--- config.mk ---
export PLATFORM = sky130hd
export DESIGN_NAME = swap_sched_flat
export DESIGN_NICKNAME = d
export VERILOG_FILES = /design/src/rtl/swap_sched_if.sv /design/src/rtl/swap_sched.sv /design/src/flat_wrapper.sv
export SDC_FILE = /design/constraint.sdc
export NUM_CORES = 1
export LEC_CHECK = 0
export ABC_AREA = 1
export ABC_CLOCK_PERIOD_IN_PS = 2530
export BUFFER_PORTS_ARGS = -buffer_cell sky130_fd_sc_hd__buf_2
export CAP_MARGIN = 10
export CORE_MARGIN = 1.5
export CORE_UTILIZATION = 49
export DETAILED_ROUTE_END_ITERATION = 16
export PLACE_DENSITY_LB_ADDON = 0.12
export SLEW_MARGIN = 20
export SYNTH_ARGS = -nofsm -noshare
export SYNTH_HDL_FRONTEND = slang
export SYNTH_SLANG_ARGS = --single-unit
export TNS_END_PERCENT = 1
--- constraint.sdc ---
create_clock -name ck -period 2.53 [get_ports ck]
set_input_delay 0.506 -clock ck [delete_from_list [all_inputs] [get_ports ck]]
set_output_delay 0.506 -clock ck [all_outputs]
set_load 0.03 [all_outputs]
--- src/rtl/swap_sched_if.sv ---
`default_nettype none
// swap_sched_if: request/status bundle between the system side, the scheduler and the swap unit (rev 1.0).
interface swap_sched_if #(
  parameter int CNT_W = 3
);
  logic             req;
  logic             req_ack;
  logic             w;
  logic             done;
  logic             clr_err;
  logic             busy;
  logic [CNT_W-1:0] pending;
  logic             timeout_err;
  logic [7:0]       swaps_done;

  modport master (
    output req, done, clr_err,
    input  req_ack, w, busy, pending, timeout_err, swaps_done
  );

  modport slave (
    input  req, done, clr_err,
    output req_ack, w, busy, pending, timeout_err, swaps_done
  );
endinterface
`default_nettype wire

--- src/rtl/swap_sched.sv ---
`default_nettype none
// swap_sched: queues swap requests and issues them one at a time to the bus swap unit (rev 1.0).
// Completed-swap counter is built only when SWAP_SCHED_STATS_EN is defined; otherwise swaps_done is 0.
module swap_sched #(
  parameter int MAX_PENDING = 7,
  parameter int CNT_W       = 3,
  parameter int TIMEOUT     = 15,
  parameter int TO_W        = 4
) (
  input  logic        ck,
  input  logic        rst,
  swap_sched_if.slave bus
);

  typedef enum logic [1:0] {
    IDLE  = 2'd0,
    ISSUE = 2'd1,
    WAIT  = 2'd2,
    GAP   = 2'd3
  } state_t;

  localparam logic [CNT_W-1:0] PEND_MAX = CNT_W'(MAX_PENDING);
  localparam logic [TO_W-1:0]  WD_LAST  = TO_W'(TIMEOUT - 1);

  state_t           state;
  state_t           state_next;
  logic [CNT_W-1:0] pending;
  logic [CNT_W-1:0] pending_base;
  logic [TO_W-1:0]  wd;
  logic             w_q;
  logic             err_q;
  logic             issue;
  logic             accept;
  logic             complete;
  logic             expire;

  always_ff @(posedge ck or posedge rst) begin
    if (rst) begin
      state <= IDLE;
    end else begin
      state <= state_next;
    end
  end

  // Completion is checked before the watchdog so a done on the expiry cycle still counts.
  always_comb begin
    state_next = state;
    issue      = 1'b0;
    complete   = 1'b0;
    expire     = 1'b0;
    case (state)
      IDLE: begin
        if (pending != '0) begin
          issue      = 1'b1;
          state_next = ISSUE;
        end
      end
      ISSUE: begin
        state_next = WAIT;
      end
      WAIT: begin
        if (bus.done) begin
          complete   = 1'b1;
          state_next = GAP;
        end else if (wd == WD_LAST) begin
          expire     = 1'b1;
          state_next = IDLE;
        end
      end
      GAP: begin
        state_next = IDLE;
      end
      default: begin
        state_next = IDLE;
      end
    endcase
  end

  // Room is judged after this cycle's issue, so a full queue can still accept while issuing.
  assign pending_base = pending - CNT_W'(issue);
  assign accept       = bus.req && (pending_base < PEND_MAX);

  always_ff @(posedge ck or posedge rst) begin
    if (rst) begin
      pending <= '0;
      wd      <= '0;
      w_q     <= 1'b0;
      err_q   <= 1'b0;
    end else begin
      pending <= pending_base + CNT_W'(accept);
      w_q     <= (state_next == ISSUE);
      if (state == ISSUE) begin
        wd <= '0;
      end else if (state == WAIT) begin
        wd <= wd + TO_W'(1);
      end
      if (expire) begin
        err_q <= 1'b1;
      end else if (bus.clr_err) begin
        err_q <= 1'b0;
      end
    end
  end

`ifdef SWAP_SCHED_STATS_EN
  logic [7:0] swaps_q;

  always_ff @(posedge ck or posedge rst) begin
    if (rst) begin
      swaps_q <= 8'd0;
    end else if (complete) begin
      swaps_q <= swaps_q + 8'd1;
    end
  end

  assign bus.swaps_done = swaps_q;
`else
  logic unused_complete;
  assign unused_complete = complete;
  assign bus.swaps_done  = 8'd0;
`endif

  assign bus.req_ack     = accept;
  assign bus.w           = w_q;
  assign bus.busy        = (state != IDLE);
  assign bus.pending     = pending;
  assign bus.timeout_err = err_q;

endmodule
`default_nettype wire

--- src/flat_wrapper.sv ---
// flat-port wrapper written by rule: the top's interface ports become plain ports
module swap_sched_flat 
#(
  parameter int MAX_PENDING = 7,
  parameter int CNT_W       = 3,
  parameter int TIMEOUT     = 15,
  parameter int TO_W        = 4
)
  (ck, rst, bus_req, bus_done, bus_clr_err, bus_req_ack, bus_w, bus_busy, bus_pending, bus_timeout_err, bus_swaps_done);
  swap_sched_if #(.CNT_W(CNT_W)) bus_i ();
  input  logic ck;
  input  logic rst;
  input wire logic [$bits(bus_i.req)-1:0] bus_req;
  input wire logic [$bits(bus_i.done)-1:0] bus_done;
  input wire logic [$bits(bus_i.clr_err)-1:0] bus_clr_err;
  output wire logic [$bits(bus_i.req_ack)-1:0] bus_req_ack;
  output wire logic [$bits(bus_i.w)-1:0] bus_w;
  output wire logic [$bits(bus_i.busy)-1:0] bus_busy;
  output wire logic [$bits(bus_i.pending)-1:0] bus_pending;
  output wire logic [$bits(bus_i.timeout_err)-1:0] bus_timeout_err;
  output wire logic [$bits(bus_i.swaps_done)-1:0] bus_swaps_done;
  assign bus_i.req = bus_req;
  assign bus_i.done = bus_done;
  assign bus_i.clr_err = bus_clr_err;
  assign bus_req_ack = bus_i.req_ack;
  assign bus_w = bus_i.w;
  assign bus_busy = bus_i.busy;
  assign bus_pending = bus_i.pending;
  assign bus_timeout_err = bus_i.timeout_err;
  assign bus_swaps_done = bus_i.swaps_done;
  swap_sched #(.MAX_PENDING(MAX_PENDING), .CNT_W(CNT_W), .TIMEOUT(TIMEOUT), .TO_W(TO_W)) u_core (.ck(ck), .rst(rst), .bus(bus_i));
endmodule
==> metrics <==
outcome=complete, no violations; CORE AREA=1330 um^2; Synth top area share=0.387; I/O Buffers=11; Post-Synthesis Cells=82; count leader, synth=inv_1; Final Hold Viols=0; I/O pin cnt=20; fillcell total=between 100 and 150; global placer's final weighted congestion=approximately 0.76; routed len/inst=10.6 um; critical setup path kind=register to output port; largest stage delay on the critical path=0.39 ns; YS warnings=0; Hold Path Class=input pin to asynchronous set/reset pin; Max Cap Viol=0; critical path capture point type=output port; area post-placement=between 700 and 800 um^2; syn avg cell area=8.67 um^2; die height=approximately 41 um; drt pass-1 iters=4; synth top area cells=dfrtp_1 39%, ha_1 18%, buf_4 8.5%; largest area contributor in the netlist=dfrtp_1; Worst Path Arrival=1.97 ns; GR peak layer=met2; Final ANT Viol Nets=0; H-Tree Level Count=1; asr flop ratio synth=1.00; post-DP HPWL=823 um; synth cell count leaders=16 x inv_1, 13 x nand2_1, 11 x dfrtp_1; global-route wire length before repair=1810 um; synthesized cell area=711 um^2; setup violators final=0; Slew Limit Fails=0; Setup WS pre-CTS=approximately 0.28 ns; Post-Route WL=roughly 1200 um; top_reg_cell synth=dfrtp_1; slowest CP cell=dfrtp_1; crit path time final=around 2.5 ns; worst-path maximum fanout=4; Multi-input gate area=382 um^2; Initial Utilization=0.533; unique cell type count in the Yosys netlist=22; peak supply drop=0.780 mV; grt met2 use=0.289; post-route cell area=857 um^2; Top delay family on crit path=adder cells; met1 Resource Use GR=0.189; DIE WIDTH=41.1 um; Finished Layout Cells=115; drt drc=0; clk buf depth=2; layout cells sized above 1=0.310; row count=13; area delta synth->final=20.6%; Sink Count=11; via count=540; RSZ-0062 raised after global routing=yes; FMAX=404 MHz; type of origin of the critical path=register; post-synthesis sequential area ratio=0.387; clk_skew=between 0.001 and 0.0015 ns; hold buffers post-CTS=0; DIE AREA=1690 um^2; leak pwr=0.478 nW; vias per inst=~4.7; Clock Tree Root=clkbuf_4; CTS tree=yes; number of DRC markers in iteration 0=6; vias in the first global route=459; WP buf/inv=4; total CTS buffers=3; FF+latch count, synth=11; Nets=116; critical path, cell by cell=inv_2 > ha_4 > inv_2 > a21oi_2 > ha_2 > ha_4 > xnor2_2 > o31ai_2 > inv_1 > buf_6; WP data required=roughly 2 ns; largest net degree at the start of global routing=12; GR Util All Layers=0.168; Clk pin slew, worst setup/hold paths=0.07 ns; final hold slack=0.221 ns; grt met3 use=0.0652; antenna violations before repair=0; clk_lat worst skew=0.26 ns; PwrDens=1450 nW/um^2; Placed Cells=between 100 and 150; diode count=0; total area of sequential cells=roughly 280 um^2; total congestion overflow=0; period utilization=0.978; final worst setup slack=roughly 0.056 ns; EDFF count, synth=0
[final timing paths]
kind / start / endpoint / slack [ns] / cells after the start
max in group asynchronous: rst / u_core.bus.timeout_err$_DFFE_PP0P_ / 2.01 / 2
min in group ck: bus_clr_err / u_core.bus.timeout_err$_DFFE_PP0P_ / 0.42 / 2
setup / recovery: u_core.state[1]$_DFF_PP0_ / bus_req_ack / 0.06 / 10
hold / removal: rst / u_core.bus.pending[1]$_DFF_PP0_ / 0.22 / 2
hold reg to reg: u_core.bus.timeout_err$_DFFE_PP0P_ / u_core.bus.timeout_err$_DFFE_PP0P_ / 0.53 / 2
setup reg to reg: u_core.state[1]$_DFF_PP0_ / u_core.bus.pending[2]$_DFF_PP0_ / 0.34 / 12
[final cells by class]
cell class | instances | share of cell area
multi-input cells | 53 | 0.445
flip-flops and latches | 11 | 0.321
repair buffers | 15 | 0.107
inverters | 17 | 0.0745
clock buffers | 4 | 0.0307
well taps | 15 | 0.0219
[per-stage QoR]
step / setup TNS (ns) / util / power, mW
2_1_floorplan: 0 / - / 0.839
3_5_place_dp: 0 / 0.563 / 0.969
6_report: 0 / 0.643 / 1.25
4_1_cts: 0 / 0.594 / 1.11
3_3_place_gp: 0 / 0.563 / 0.961
5_1_grt: -0.0592 / 0.643 / 1.38
[power by group]
group	internal (mW)	total, mW	switching (mW)
clock network	0.0610	0.119	0.0585
registers	0.261	0.328	0.0678
logic	0.333	0.799	0.466
[per-layer routing]
metal / routed length, um / vias to the layer above
met5: 0 / -
met4: 13 / 0
met3: 77 / 2
met2: 598 / 20
met1: 527 / 245
li1: - / 273
[placed cells by master, fill, tap and decap left out, types with 3 or more instances in the layout]
master and count:
nand2_1 13, inv_1 13, dfrtp_1 11, buf_2 10, conb_1 8, ha_1 7
buf_4 4, inv_2 3, clkbuf_4 3
[registers in the layout (all words and copies together), names as in the netlist]
signal / count
u_core.bus.w: 1
u_core.state: 2
u_core.bus.pending: 3
u_core.wd: 4
u_core.bus.timeout_err: 1
[worst reg2reg max path, delay by kind of cell, from the launching register on]
kind                       cells  cell delay (ns)
AOI/OAI and AO/OA              2             0.27
adders and majority gates      5             0.91
buffers and inverters          3             0.23
xor gates and xnor gates       2             0.27
DFF                            1             0.39
[cells by family after synthesis]
| group | count (synthesis) | synth area share |
|---|---|---|
| AOI/OAI and AO/OA | 10 | 0.0775 |
| xor gates and xnor gates | 2 | 0.0247 |
| adders and majority gates | 10 | 0.176 |
| buffers and inverters | 25 | 0.174 |
| DFF | 11 | 0.387 |
| other | 1 | 0.00528 |
| and+or+nand+nor | 23 | 0.155 |
[what timing repair did]
action | 4_1_cts | 5_1_grt
setup buffers | 2 | 2
cloned | 0 | 0
pin swaps | 0 | 2
resized for setup | 0 | 14
setup endpoints to repair | 1 | 1
Note: power is estimated with default switching activity, not from simulation.
